$ cat src/rtl/conv_frame_ctrl_if.sv
// Pixel source, convolution-core and sink signals of conv_frame_ctrl.
// master: the environment (source, core, sink); slave: the controller.
interface conv_frame_ctrl_if #(
  parameter int unsigned PIX_W  = 8,
  parameter int unsigned COEF_W = 16
);
  logic                     src_valid;
  logic                     src_ready;
  logic [PIX_W-1:0]         src_data;
  logic                     conv_valid_in;
  logic [PIX_W-1:0]         conv_px_in;
  logic                     conv_kernel_wr;
  logic [3:0]               conv_kernel_addr;
  logic signed [COEF_W-1:0] conv_kernel_data;
  logic                     conv_valid_out;
  logic [PIX_W-1:0]         conv_px_out;
  logic                     snk_valid;
  logic [PIX_W-1:0]         snk_data;

  modport master (
    output src_valid, src_data, conv_valid_out, conv_px_out,
    input  src_ready, conv_valid_in, conv_px_in, conv_kernel_wr,
           conv_kernel_addr, conv_kernel_data, snk_valid, snk_data
  );

  modport slave (
    input  src_valid, src_data, conv_valid_out, conv_px_out,
    output src_ready, conv_valid_in, conv_px_in, conv_kernel_wr,
           conv_kernel_addr, conv_kernel_data, snk_valid, snk_data
  );
endinterface

$ cat src/rtl/conv_frame_ctrl.sv
// Frame sequencer for the 3x3 convolution core: kernel load, pixel stream, drain.
// Optional CONV_FRAME_CTRL_KDIRTY_EN skips the kernel load when the shadow is unchanged.
module conv_frame_ctrl #(
  parameter int unsigned PIX_W     = 8,
  parameter int unsigned COEF_W    = 16,
  parameter int unsigned IMG_W     = 128,
  parameter int unsigned IMG_H     = 128,
  parameter int unsigned DRAIN_CYC = 16,
  parameter int unsigned CNT_W     = $clog2(IMG_W*IMG_H+1)
) (
  input  logic                     clk,
  input  logic                     rstn,
  input  logic                     start,
  input  logic                     abort,
  input  logic                     cfg_we,
  input  logic [3:0]               cfg_addr,
  input  logic signed [COEF_W-1:0] cfg_data,
  conv_frame_ctrl_if.slave         bus,
  output logic                     busy,
  output logic                     done,
  output logic [CNT_W-1:0]         in_cnt,
  output logic [CNT_W-1:0]         out_cnt
);
  localparam int unsigned TOTAL  = IMG_W * IMG_H;
  localparam int unsigned IDLE_W = $clog2(DRAIN_CYC + 1);
  localparam int unsigned NKER   = 9;

  typedef enum logic [1:0] {S_IDLE, S_LOAD, S_STREAM, S_DRAIN} state_t;

  state_t                   state, state_d;
  logic signed [COEF_W-1:0] shadow [NKER];
  logic signed [COEF_W-1:0] snap   [NKER];
  logic [IDLE_W-1:0]        idle_cnt, idle_d;
  logic [CNT_W-1:0]         in_cnt_d, out_cnt_d;
  logic                     kwr_d;
  logic [3:0]               kaddr_d;
  logic signed [COEF_W-1:0] kdata_d;
  logic                     done_d, snap_en, accept, fwd, cfg_hit;
`ifdef CONV_FRAME_CTRL_KDIRTY_EN
  logic                     dirty, dirty_d;
`endif

  assign cfg_hit       = cfg_we && (cfg_addr <= 4'd8);
  assign bus.src_ready = (state == S_STREAM) && (in_cnt < CNT_W'(TOTAL));
  assign accept        = bus.src_valid && bus.src_ready;
  assign fwd           = bus.conv_valid_out && (state != S_IDLE);
  assign busy          = (state != S_IDLE);

  // Software-visible shadow kernel and the per-frame snapshot taken at start
  always_ff @(posedge clk or negedge rstn) begin
    if (!rstn) begin
      for (int unsigned i = 0; i < NKER; i++) begin
        shadow[i] <= '0;
        snap[i]   <= '0;
      end
    end else begin
      for (int unsigned i = 0; i < NKER; i++) begin
        if (cfg_we && cfg_addr == 4'(i)) shadow[i] <= cfg_data;
        if (snap_en)                     snap[i]   <= shadow[i];
      end
    end
  end

  // Next state and next values of all registered outputs
  always_comb begin
    state_d   = state;
    kwr_d     = 1'b0;
    kaddr_d   = bus.conv_kernel_addr;
    kdata_d   = bus.conv_kernel_data;
    done_d    = 1'b0;
    snap_en   = 1'b0;
    idle_d    = idle_cnt;
    in_cnt_d  = accept ? in_cnt + CNT_W'(1) : in_cnt;
    out_cnt_d = (fwd && out_cnt != '1) ? out_cnt + CNT_W'(1) : out_cnt;
`ifdef CONV_FRAME_CTRL_KDIRTY_EN
    dirty_d   = dirty | cfg_hit;
`endif
    case (state)
      S_IDLE: begin
        if (start) begin
          snap_en   = 1'b1;
          in_cnt_d  = '0;
          out_cnt_d = '0;
          idle_d    = '0;
`ifdef CONV_FRAME_CTRL_KDIRTY_EN
          dirty_d   = cfg_hit;
          if (dirty) begin
            state_d = S_LOAD;
            kwr_d   = 1'b1;
            kaddr_d = 4'd0;
            kdata_d = shadow[0];
          end else begin
            state_d = S_STREAM;
          end
`else
          state_d = S_LOAD;
          kwr_d   = 1'b1;
          kaddr_d = 4'd0;
          kdata_d = shadow[0];
`endif
        end
      end
      S_LOAD: begin
        if (abort) begin
          state_d = S_IDLE;
`ifdef CONV_FRAME_CTRL_KDIRTY_EN
          dirty_d = 1'b1;
`endif
        end else if (bus.conv_kernel_addr == 4'd8) begin
          state_d = S_STREAM;
        end else begin
          kwr_d   = 1'b1;
          kaddr_d = 4'(bus.conv_kernel_addr + 4'd1);
          kdata_d = snap[kaddr_d];
        end
      end
      S_STREAM: begin
        if (abort) begin
          state_d = S_IDLE;
        end else if (accept && in_cnt == CNT_W'(TOTAL - 1)) begin
          state_d = S_DRAIN;
          idle_d  = '0;
        end
      end
      S_DRAIN: begin
        if (abort) begin
          state_d = S_IDLE;
        end else begin
          idle_d = bus.conv_valid_out ? '0 : idle_cnt + IDLE_W'(1);
          if (idle_d == IDLE_W'(DRAIN_CYC)) begin
            done_d  = 1'b1;
            state_d = S_IDLE;
          end
        end
      end
      default: state_d = S_IDLE;
    endcase
  end

  // State and output registers; an accepted pixel reaches the core even if aborted
  always_ff @(posedge clk or negedge rstn) begin
    if (!rstn) begin
      state                <= S_IDLE;
      bus.conv_valid_in    <= 1'b0;
      bus.conv_px_in       <= '0;
      bus.conv_kernel_wr   <= 1'b0;
      bus.conv_kernel_addr <= '0;
      bus.conv_kernel_data <= '0;
      bus.snk_valid        <= 1'b0;
      bus.snk_data         <= '0;
      done                 <= 1'b0;
      in_cnt               <= '0;
      out_cnt              <= '0;
      idle_cnt             <= '0;
`ifdef CONV_FRAME_CTRL_KDIRTY_EN
      dirty                <= 1'b1;
`endif
    end else begin
      state                <= state_d;
      bus.conv_valid_in    <= accept;
      if (accept) bus.conv_px_in <= bus.src_data;
      bus.conv_kernel_wr   <= kwr_d;
      bus.conv_kernel_addr <= kaddr_d;
      bus.conv_kernel_data <= kdata_d;
      bus.snk_valid        <= fwd;
      if (fwd) bus.snk_data <= bus.conv_px_out;
      done                 <= done_d;
      in_cnt               <= in_cnt_d;
      out_cnt              <= out_cnt_d;
      idle_cnt             <= idle_d;
`ifdef CONV_FRAME_CTRL_KDIRTY_EN
      dirty                <= dirty_d;
`endif
    end
  end
endmodule

$ cat src/flat_wrapper.sv
// flat-port wrapper written by rule: the top's interface ports become plain ports
module conv_frame_ctrl_flat 
#(
  parameter int unsigned PIX_W     = 8,
  parameter int unsigned COEF_W    = 16,
  parameter int unsigned IMG_W     = 128,
  parameter int unsigned IMG_H     = 128,
  parameter int unsigned DRAIN_CYC = 16,
  parameter int unsigned CNT_W     = $clog2(IMG_W*IMG_H+1)
)
  (clk, rstn, start, abort, cfg_we, cfg_addr, cfg_data, busy, done, in_cnt, out_cnt, bus_src_valid, bus_src_data, bus_conv_valid_out, bus_conv_px_out, bus_src_ready, bus_conv_valid_in, bus_conv_px_in, bus_conv_kernel_wr, bus_conv_kernel_addr, bus_conv_kernel_data, bus_snk_valid, bus_snk_data);
  conv_frame_ctrl_if #(.PIX_W(PIX_W), .COEF_W(COEF_W)) bus_i ();
  input  logic clk;
  input  logic rstn;
  input  logic start;
  input  logic abort;
  input  logic cfg_we;
  input  logic [3:0] cfg_addr;
  input  logic signed [COEF_W-1:0] cfg_data;
  output logic busy;
  output logic done;
  output logic [CNT_W-1:0] in_cnt;
  output logic [CNT_W-1:0] out_cnt;
  input wire logic [$bits(bus_i.src_valid)-1:0] bus_src_valid;
  input wire logic [$bits(bus_i.src_data)-1:0] bus_src_data;
  input wire logic [$bits(bus_i.conv_valid_out)-1:0] bus_conv_valid_out;
  input wire logic [$bits(bus_i.conv_px_out)-1:0] bus_conv_px_out;
  output wire logic [$bits(bus_i.src_ready)-1:0] bus_src_ready;
  output wire logic [$bits(bus_i.conv_valid_in)-1:0] bus_conv_valid_in;
  output wire logic [$bits(bus_i.conv_px_in)-1:0] bus_conv_px_in;
  output wire logic [$bits(bus_i.conv_kernel_wr)-1:0] bus_conv_kernel_wr;
  output wire logic [$bits(bus_i.conv_kernel_addr)-1:0] bus_conv_kernel_addr;
  output wire logic [$bits(bus_i.conv_kernel_data)-1:0] bus_conv_kernel_data;
  output wire logic [$bits(bus_i.snk_valid)-1:0] bus_snk_valid;
  output wire logic [$bits(bus_i.snk_data)-1:0] bus_snk_data;
  assign bus_i.src_valid = bus_src_valid;
  assign bus_i.src_data = bus_src_data;
  assign bus_i.conv_valid_out = bus_conv_valid_out;
  assign bus_i.conv_px_out = bus_conv_px_out;
  assign bus_src_ready = bus_i.src_ready;
  assign bus_conv_valid_in = bus_i.conv_valid_in;
  assign bus_conv_px_in = bus_i.conv_px_in;
  assign bus_conv_kernel_wr = bus_i.conv_kernel_wr;
  assign bus_conv_kernel_addr = bus_i.conv_kernel_addr;
  assign bus_conv_kernel_data = bus_i.conv_kernel_data;
  assign bus_snk_valid = bus_i.snk_valid;
  assign bus_snk_data = bus_i.snk_data;
  conv_frame_ctrl #(.PIX_W(PIX_W), .COEF_W(COEF_W), .IMG_W(IMG_W), .IMG_H(IMG_H), .DRAIN_CYC(DRAIN_CYC), .CNT_W(CNT_W)) u_core (.clk(clk), .rstn(rstn), .start(start), .abort(abort), .cfg_we(cfg_we), .cfg_addr(cfg_addr), .cfg_data(cfg_data), .bus(bus_i), .busy(busy), .done(done), .in_cnt(in_cnt), .out_cnt(out_cnt));
endmodule
$ cat config.mk
export PLATFORM = sky130hd
export DESIGN_NAME = conv_frame_ctrl_flat
export DESIGN_NICKNAME = d
export VERILOG_FILES = /design/src/rtl/conv_frame_ctrl_if.sv /design/src/rtl/conv_frame_ctrl.sv /design/src/flat_wrapper.sv
export SDC_FILE = /design/constraint.sdc
export NUM_CORES = 1
export LEC_CHECK = 0
export BUFFER_PORTS_ARGS = -buffer_cell sky130_fd_sc_hd__buf_2
export CAP_MARGIN = 20
export CELL_PAD_IN_SITES_DETAIL_PLACEMENT = 1
export CELL_PAD_IN_SITES_GLOBAL_PLACEMENT = 1
export CORE_MARGIN = 3
export CORE_UTILIZATION = 48
export CTS_CLUSTER_SIZE = 25
export DETAILED_ROUTE_END_ITERATION = 10
export PLACE_DENSITY_LB_ADDON = 0.2
export SLEW_MARGIN = 20
export SYNTH_ARGS = -nofsm -noshare
export SYNTH_HDL_FRONTEND = slang
export SYNTH_SLANG_ARGS = --single-unit
export TNS_END_PERCENT = 50
$ cat constraint.sdc
create_clock -name clk -period 3.07 [get_ports clk]
set_input_delay 0.4605 -clock clk [delete_from_list [all_inputs] [get_ports clk]]
set_output_delay 0.4605 -clock clk [all_outputs]
set_load 0.02 [all_outputs]
==> reports/metrics.cfg, run 1 <==
[global_routing]
grt_util_all_layers = 0.246
grt_pass1_wl_um = 68900
grt_max_degree = 171
overflow = 0
grt_antenna_before_repair = 0
grt_pass1_vias = 12400

[route]
drc = 0
highest_layer = met4
drt-wirelength-per-cell_um = 20.7
routed_wl_um = 42200
post_drt_via_cell_ratio = 5.58
wl_met2_um = 20200
wl_met1_um = 19000
num_vias = 11300
wl_met3_um = 2040
postRouteAntennaNets = 0
dr.pass1.iters = 5
drt_iter0_drc = 779

[sta]
worst_slack_ns = 0.577
slew_headroom = 0.425
period_needed_ns = 2.49
setup_tns_ns = 0
finalSetupViolCount = 0
drv_slew = 0
post-route-period-util = 0.812
rsz0062_at_grt = no
clock_skew_ns = 0.00776
fmax_ghz = 0.401
worstMarginPinSlew_ns = 0.860
hold_violations = 0

[layout]
layout.nets = 1622
layout_common_cells = nand2_1 (512), dfrtp_1 (364), mux2_2 (175)
instances_no_fill = 2034
layout_commonest_cell = nand2_1
fill_cells = 3437
drive_above_1_share = 0.247
antenna_cells = 0
area_growth_syn_to_layout_pct = 16.0

[worst_setup_path]
crit_path_frequent_cell = buf_4
startpoint_type = register
critPathBufInv = 2
crit_arrival_ns = 2.90
path_class = reg -> reg
critPathMaxFanout = 33
worstPathCellList = buf_4 > buf_4 > mux2i_1 > and3_1 > a21oi_1 > o21ai_0 > o31ai_1
required_ns = 3.48
cp_slowest_cell = buf_4
end_kind = register
cpPeakStageDelay_ns = 0.56
critPathTopFamily = buffers and inverters

[clock_tree]
cts_sinks = 365
htree_levels = 2
cts_tree = built
clkLatencyLatePin_ns = 0.52
cts_hold_buffers = 1
cts-root-buf = clkbuf_16
cts.clk_slew.worst_paths_ns = 0.06
cts_buffers = 40
cts_resized = 0
clock_path_buffers = 3
cts_setup_buffers = 0

[floorplanning]
die_x_um = 186
start_util = 0.491
dieArea_mm2 = 0.0347
die_h_um = 186
io_pins = 115
core_mm2 = 0.0318
row_count = 65

[placement]
post-dp-hpwl_um = 25600
gp_congestion = 0.785
place_ws_ns = 0.681
portBuffers = 114
placedCellCount = 1962

[synth]
avgSynthCellArea_um2 = 10.7
synth_nets = 1507
synth_area_mm2 = 0.0156
synth_top_flop_cell = dfrtp_1
yosysSeqAreaShare = 0.585
async_flop_share = 1.00
synth_edf_count = 0
ys_types = 49
yosys_warnings = 0
syn_inst = 1455
synth_seq_cells = 365

[worst_hold_path]
hp-class = in -> reg

[flow_run]
maxCapViolations = 0

[pwr]
finalPower_mw = 17.6
power_density_mw_per_mm2 = 972
leakage_nw = 8.97
ir_drop_uv = 477

[outcome]
status = finished, final reports clean

cell families (layout without fill, tap and decap cells):
group / count (synthesis) / after routing / synth area share
adders and majority gates: 9 / 9 / 0.00721
AOI/OAI and AO/OA: 112 / 112 / 0.0481
xor gates and xnor gates: 23 / 23 / 0.0129
and+or+nand+nor: 649 / 649 / 0.174
DFF: 365 / 365 / 0.585
muxes: 210 / 210 / 0.150
buffers and inverters: 87 / 231 / 0.0226
registers in the layout, summed over array words and instances (netlist names):
name	flops
u_core.bus.snk_valid	1
u_core.state	2
u_core.bus.conv_px_in	8
u_core.in_cnt	15
u_core.snap	144
u_core.out_cnt	15
u_core.bus.conv_kernel_wr	1
u_core.idle_cnt	5
u_core.done	1
u_core.bus.conv_kernel_data	16
u_core.shadow	144
u_core.bus.snk_data	8
u_core.bus.conv_valid_in	1
u_core.bus.conv_kernel_addr	4
where the power goes:
part | leakage [nW] | switching (mW) | internal (mW) | total, mW
sequential | 4.61 | 1.01 | 6.35 | 7.37
combinational | 3.72 | 3.29 | 2.10 | 5.40
clock | 0.647 | 1.89 | 2.96 | 4.85
per-layer routing:
metal | up-vias | track usage
met2 | 277 | 0.415
li1 | 5134 | -
met3 | 70 | 0.0413
met1 | 5863 | 0.333
met4 | 0 | 0.0669
met5 | - | 0
synth_stat cells, types with 4 or more instances:
master	number	area, um^2
inv_1	11	41.3
dfrtp_1	365	9130
mux2_2	175	1970
xnor2_1	6	52.6
nand3b_1	7	52.6
nor2_1	35	131
mux2i_1	33	330
nand2b_1	12	75.1
o22ai_1	15	93.8
buf_2	18	90.1
clkbuf_1	53	199
nand4_1	11	68.8
a222oi_1	16	160
and3_1	19	119
xor2_1	17	149
o31ai_1	15	113
a21oi_1	21	105
o21ai_0	28	140
nand3_1	17	85.1
nor2b_1	5	31.3
nor3b_1	4	30.0
nand2_1	513	1930
ha_1	9	113
nor3_1	7	35.0
metrics by stage:
stage | area (um^2) | hold WS [ns] | util
finish | 18100 | 0.130 | 0.570
global route | 18100 | 0.125 | 0.570
CTS | 18100 | 0.116 | 0.570
detailed placement | 16800 | 0.448 | 0.528
global placement | 16800 | 0.440 | 0.528
floorplan | 15600 | 0.165 | -
tightest hold or removal path: cells and delay by family:
family	cells	cell delay [ns]
AND/OR/NAND/NOR	2	0.08
buffers and inverters	1	0.07
cell type report:
class	count	area, um^2	area share
sequential	365	9140	0.504
clock buffer	61	1170	0.0647
tap	435	544	0.0300
multi-input combinational	1003	6160	0.340
inverter	12	45.0	0.00249
timing repair buffer	148	901	0.0497
clock inverter	10	153	0.00843
path summary, 6_finish.rpt:
kind	slack (ns)	depth (start not counted)	end	start
setup / recovery	0.58	7	u_core.bus.conv_kernel_data[7]	u_core.bus.conv_kernel_addr[0]
hold / removal	0.13	3	u_core.bus.snk_data[4]	bus_conv_px_out[4]
setup reg to reg	0.58	7	u_core.bus.conv_kernel_data[7]	u_core.bus.conv_kernel_addr[0]
hold reg to reg	0.46	2	u_core.snap[115]	u_core.shadow[115]
max in group asynchronous	1.50	3	u_core.shadow[138]	rstn
min in group asynchronous	0.51	2	u_core.bus.snk_data[7]	rstn
(Power assumes the default switching activity.)
==> run 2, diff against run 1 <==
- ABC_AREA: unset -> 1
- CORE_UTILIZATION: 48 -> 41
- clock period: 3.07 -> 2.22 ns (I/O delays scaled with it)
==> run 2 against run 1 <==
  * Global-route usage down 0.39 points
  * Count of clock-buffer cells in the layout is 5 lower
  * Worst setup slack worse by 0.46 ns
  * Non-clock buffer count up 33
  * Final cell count rose by 27%
  * Sequential cell count unchanged
  * Critical path depth is 1 lower
  * Combinational power grew 57%
  * Via count up 18%
  * Clock power is 46% higher
  * Register-to-register slack worse by 0.35 ns
  * Critical endpoint is now bus_src_ready
==> reports/metrics.cfg, run 2 <==
[outcome]
status = finished, final reports clean

[placement]
gp_congestion = 0.820  ; +4.4%
portBuffers = 114  ; unchanged
post-dp-hpwl_um = 29300  ; +14%

[worst_setup_path]
crit_end = bus_src_ready
r2r-start = u_core.state[0]
r2r-end = u_core.bus.conv_kernel_addr[1]
critPathMaxFanout = 4  ; -88%
rr_worst_depth = 9  ; +2
startpoint_type = register
required_ns = 1.89  ; -1.59 ns
startpoint = u_core.state[0]
path_class = reg -> out
end_kind = output pin
crit_arrival_ns = 1.77  ; -1.13 ns
reg2reg_setup_slack_ns = 0.23  ; -0.35 ns

[sta]
rsz0062_at_grt = no
slew_headroom = 0.477  ; +0.0521
fmax_ghz = 0.474
worstMarginPinSlew_ns = 0.785  ; -0.0750 ns
finalSetupViolCount = 0  ; unchanged
drv_slew = 0  ; unchanged
clock_skew_ns = 0.0159  ; +0.00812 ns
hold-worst-slack_ns = 0.0774  ; -0.0525 ns
hold_violations = 0  ; unchanged
post-route-period-util = 0.950
setup_tns_ns = 0  ; unchanged
period_needed_ns = 2.11

[layout]
fill_cells = 4545  ; +32%
layout.nets = 2091  ; +29%
area_growth_syn_to_layout_pct = 18.5
layout_common_cells = nand2_1 (726), dfrtp_1 (364), o21ai_0 (214)
reg.largest.list = u_core.shadow (144), u_core.snap (144), u_core.bus.conv_kernel_data (16)
drive_above_1_share = 0.129  ; -0.118
antenna_cells = 0  ; unchanged
layout_commonest_cell = nand2_1
fin_util = 0.496  ; -0.0737

[route]
drc = 0  ; unchanged
num_vias = 13400  ; +18%
drt-wirelength-per-cell_um = 18.8  ; -9.4%
dr.pass1.iters = 5  ; unchanged
postRouteAntennaNets = 0  ; unchanged
routed_wl_um = 48400  ; +15%
drt_iter0_drc = 743  ; -4.6%
post_drt_via_cell_ratio = 5.18  ; -7.0%

[global_routing]
grt_max_degree = 73  ; -57%
grt_pass1_wl_um = 79400  ; +15%
grt_pass1_vias = 14600  ; +17%
grt_util_all_layers = 0.242  ; -0.00387
grt_antenna_before_repair = 0  ; unchanged
overflow = 0  ; unchanged

[pwr]
leakage_nw = 9.54  ; +6.3%
finalPower_mw = 25.9  ; +47%
ir_drop_uv = 638  ; +34%
power_density_mw_per_mm2 = 1380  ; +42%

[clock_tree]
cts_tree = built
clkLatencyLatePin_ns = 0.55  ; +0.03 ns
cts_sinks = 365  ; unchanged
cts_setup_buffers = 0  ; unchanged
cts_buffers = 41  ; +2.5%
cts.clk_slew.worst_paths_ns = 0.06  ; about the same
htree_levels = 2  ; unchanged
clock_path_buffers = 3  ; unchanged
cts-root-buf = clkbuf_16

[synth]
avgSynthCellArea_um2 = 8.27  ; -23%
async_flop_share = 1.00  ; unchanged
synth_edf_count = 0  ; unchanged
synth.top_cells.by_area = dfrtp_1 (58%), nand2_1 (17%), o21ai_0 (6.8%), nor2_1 (4.4%), nand3_1 (2.1%)
synth_top_area_cell = dfrtp_1
synth_seq_cells = 365  ; unchanged
yosysSeqAreaShare = 0.577  ; -0.00795
synth_area_mm2 = 0.0158  ; +1.4%
ys_types = 41  ; -16%
synth_top_flop_cell = dfrtp_1
syn_inst = 1916  ; +32%
yosysMostFrequentCell = nand2_1
synth_nets = 1968  ; +31%
synth_top_area_share = 0.577  ; -0.00795
yosys_warnings = 0  ; unchanged
yosys-top-cells-count = nand2_1 (727), dfrtp_1 (365), o21ai_0 (214)

[floorplanning]
start_util = 0.418  ; -0.0728
dieArea_mm2 = 0.0410  ; +18%
die_x_um = 203  ; +8.7%
io_pins = 115  ; unchanged
die_h_um = 203  ; +8.7%
core_mm2 = 0.0378  ; +19%
row_count = 71  ; +9.2%

[worst_hold_path]
whs_path_depth = 2  ; -1
hp-class = in -> reg

[flow_run]
maxCapViolations = 0  ; unchanged

==> run 2: per-stage QoR <==
step	instance area [um^2]	cells	worst slack, ns
2_1_floorplan	15800	1916	0.110
6_report	18800	2579	0.112
4_1_cts	18800	2579	0.0373
3_3_place_gp	17200	2489	0.370
5_1_grt	18800	2579	0.0206
3_5_place_dp	17200	2489	0.312
==> run 2: layout make-up <==
| type | count | area (um^2) | area share |
|---|---|---|---|
| Timing Repair Buffer | 181 | 1310 | 0.0696 |
| Sequential cell | 365 | 9140 | 0.487 |
| Inverter | 93 | 354 | 0.0189 |
| Multi-Input combinational cell | 1357 | 5930 | 0.316 |
| Clock inverter | 16 | 213 | 0.0113 |
| Tap cell | 511 | 639 | 0.0341 |
| Clock buffer | 56 | 1190 | 0.0635 |
==> run 2: critical path, cell delays in order, from the launching register on <==
cell and delay, ns:
dfrtp_1 0.41, inv_1 0.14, ha_4 0.18, buf_4 0.13, inv_1 0.09, nor2_1 0.12
buf_4 0.16
==> run 2: worst min-delay path by stage <==
stage | start | end
finish | start | u_core.out_cnt[12]
CTS | start | u_core.out_cnt[12]
floorplan | rstn | u_core.bus.conv_kernel_addr[0]
global placement | rstn | u_core.bus.conv_px_in[5]
detailed placement | rstn | u_core.bus.conv_px_in[5]
global route | start | u_core.out_cnt[12]
==> run 2: what timing repair did <==
item | 4_1_cts | 5_1_grt
gates cloned | 0 | 0
resized for setup | 1 | 2
endpoints found under the setup margin | 1 | 1
endpoints found under the hold margin | 50 | 0
hold buffers | 18 | 0
==> run 2: routing by layer <==
layer  vias up  GRT usage  share of wire  routed length, um
li1       6358          -              -                  -
met1      6696      0.328           0.46              22200
met2       248      0.407           0.47              22900
met3        70     0.0313          0.042               2030
met4         0     0.0782          0.027               1320
met5         -          0              0                  0
==> run 2: report_power, final <==
| group | switching, mW | total, mW | internal [mW] | leakage (nW) |
|---|---|---|---|---|
| logic | 5.66 | 8.49 | 2.84 | 4.14 |
| registers | 1.41 | 10.3 | 8.90 | 4.71 |
| clock network | 2.75 | 7.08 | 4.33 | 0.691 |
| total | 9.82 | 25.9 | 16.1 | 9.54 |
==> run 2: cell families (layout without fill, tap and decap cells) <==
family,after synthesis,count (layout),share of synthesized area
flops,365,365,0.577
xor+xnor,8,8,0.00537
buf+inv,194,346,0.0502
simple gates,1034,1034,0.259
compound gates,306,306,0.101
fa+ha+maj,9,9,0.00711
==> run 3, diff against run 2 <==
- CORE_UTILIZATION: 41 -> 43
- CTS_BUF_LIST: unset -> sky130_fd_sc_hd__clkbuf_4 sky130_fd_sc_hd__clkbuf_8
==> run 3 against run 2 <==
  * Sequential cell count is the same
  * Routed wire length fell by 3.0%
  * Worst setup slack improved by 0.023 ns
  * Largest cell class unchanged
  * Highest routed layer unchanged
==> reports/metrics.cfg, run 3 (synthesized netlist as in run 2, its figures left out) <==
[sta]
finalSetupViolCount = 0  ; unchanged
worstMarginPinSlew_ns = 0.764  ; -0.0211 ns
hold_violations = 0  ; unchanged
drv_slew = 0  ; unchanged
hold-worst-slack_ns = 0.102  ; +0.0249 ns
clock_skew_ns = 0.0223  ; +0.00637 ns
slew_headroom = 0.491  ; +0.0141
fmax_ghz = 0.480  ; +1.1%
setup_tns_ns = 0  ; unchanged
rsz0062_at_grt = no
post-route-period-util = 0.939  ; -0.0102
period_needed_ns = 2.09  ; -0.0227 ns

[floorplanning]
core_mm2 = 0.0359  ; -5.1%
io_pins = 115  ; unchanged
row_count = 69  ; -2.8%
dieArea_mm2 = 0.0392  ; -4.5%
die_h_um = 198  ; -2.3%
start_util = 0.441  ; +0.0225
die_x_um = 198  ; -2.3%

[worst_hold_path]
hp-class = in -> reg
whs_path_depth = 3  ; +1
holdPathEnd = u_core.shadow[141]
min_from = cfg_data[13]

[route]
drt-wirelength-per-cell_um = 18.3  ; -2.4%
postRouteAntennaNets = 0  ; unchanged
routed_wl_um = 47000  ; -3.0%
dr.pass1.iters = 4  ; -1
drt_iter0_drc = 739  ; -0.54%
drc = 0  ; unchanged
num_vias = 13500  ; +1.3%
post_drt_via_cell_ratio = 5.28  ; +1.9%

[worst_setup_path]
startpoint_type = register
path_class = reg -> out
rr_worst_depth = 9  ; unchanged
required_ns = 1.89  ; about the same
r2r-start = u_core.bus.conv_kernel_addr[1]
crit_arrival_ns = 1.75  ; -0.02 ns
critPathMaxFanout = 4  ; unchanged
r2r-end = u_core.bus.conv_kernel_data[14]
end_kind = output pin
reg2reg_setup_slack_ns = 0.29  ; +0.06 ns

[layout]
drive_above_1_share = 0.145  ; +0.0160
layout_common_cells = nand2_1 (726), dfrtp_1 (364), o21ai_0 (214)
fill_cells = 4361  ; -4.0%
area_growth_syn_to_layout_pct = 17.5
instances_no_fill = 2563  ; -0.62%
layout.nets = 2113  ; +1.1%
reg.largest.list = u_core.shadow (144), u_core.snap (144), u_core.bus.conv_kernel_data (16)
antenna_cells = 0  ; unchanged
layout_commonest_cell = nand2_1
multi_input_area_mm2 = 0.00593  ; about the same
seqCellArea_mm2 = 0.00914  ; unchanged
fin_area_mm2 = 0.0186  ; -0.89%

[global_routing]
overflow = 0  ; unchanged
grt_util_all_layers = 0.246  ; +0.00386
grt_antenna_before_repair = 1  ; +1
grt_max_degree = 132  ; +81%
grt_pass1_wl_um = 76900  ; -3.1%
grt_pass1_vias = 14400  ; -1.1%

[clock_tree]
clock_path_buffers = 3  ; unchanged
clkLatencyLatePin_ns = 0.65  ; +0.10 ns
cts_tree = built
cts-root-buf = clkbuf_8
cts.clk_slew.worst_paths_ns = 0.06  ; about the same
cts_sinks = 365  ; unchanged
htree_levels = 2  ; unchanged
cts_buffers = 61  ; +49%

[placement]
post-dp-hpwl_um = 28800  ; -1.7%
gp_congestion = 0.821  ; +0.21%
placedCellCount = 2438  ; -2.0%
portBuffers = 114  ; unchanged
placed_area_mm2 = 0.0171  ; -0.12%

[pwr]
leakage_nw = 9.54  ; about the same
power_density_mw_per_mm2 = 1330  ; -3.7%
ir_drop_uv = 662  ; +3.7%

[outcome]
status = finished, final reports clean

[flow_run]
maxCapViolations = 0  ; unchanged

## run 3: changes by cell type in the layout (fill, tap and decap cells not counted), sizes merged
cell,previous run,this run
clkinvlp,3,1
bufinv,5,0
dlygate4sd3,18,19
inv,93,95
clkinv,8,2
clkbuf,56,99
buf,163,164
## run 3: worst max path at each step
stage                              startpoint                         endpoint  slack (ns)  cells after the start
2_1_floorplan  u_core.bus.conv_kernel_addr[0]  u_core.bus.conv_kernel_data[10]        0.11                     12
3_3_place_gp   u_core.bus.conv_kernel_addr[0]   u_core.bus.conv_kernel_data[3]        0.42                      9
3_5_place_dp                  u_core.state[0]   u_core.bus.conv_kernel_addr[1]        0.36                      9
4_1_cts                       u_core.state[0]                    bus_src_ready        0.04                      6
5_1_grt                       u_core.state[0]                    bus_src_ready        0.02                      6
6_report                      u_core.state[0]                    bus_src_ready        0.13                      6
## run 3: power breakdown
group,internal (mW),total [mW],switching (mW)
sequential,8.90,10.3,1.35
combinational,2.81,8.39,5.58
clock,3.40,6.06,2.66
## run 3: timing repair
item,in CTS,in global routing
hold endpoints to repair,66,0
buffers inserted,1,1
hold buffers,19,0
gates resized for setup,2,2
setup endpoints to repair,1,2
gates cloned,0,0
## run 3: final cells by class
cell class	count	area share
clock buffers	99	0.0648
clock inverters	5	0.00188
inverters	93	0.0190
multi-input cells	1357	0.319
flip-flops and latches	365	0.491
well taps	461	0.0310
repair buffers	183	0.0734
## run 3: routing by layer
metal / track usage / up-vias / share of wire
met5: 0 / - / 0
met2: 0.410 / 286 / 0.47
li1: - / 6407 / -
met3: 0.0359 / 83 / 0.040
met1: 0.334 / 6765 / 0.46
met4: 0.0792 / 0 / 0.028
## run 3: per-stage QoR
stage               utilization  setup slack, ns  power, mW
finish                    0.518            0.135       24.7
global route              0.518           0.0151       26.6
CTS                       0.518           0.0366       24.9
detailed placement        0.477            0.362       18.7
global placement          0.477            0.416       18.3
floorplan                     -            0.110       15.6
## run 3: worst max-delay path, cell delays in order, from the launching register on
cell and delay (ns):
dfrtp_1 0.40, inv_1 0.09, ha_2 0.19, buf_4 0.14, inv_2 0.06, nor2_1 0.08, buf_4 0.14
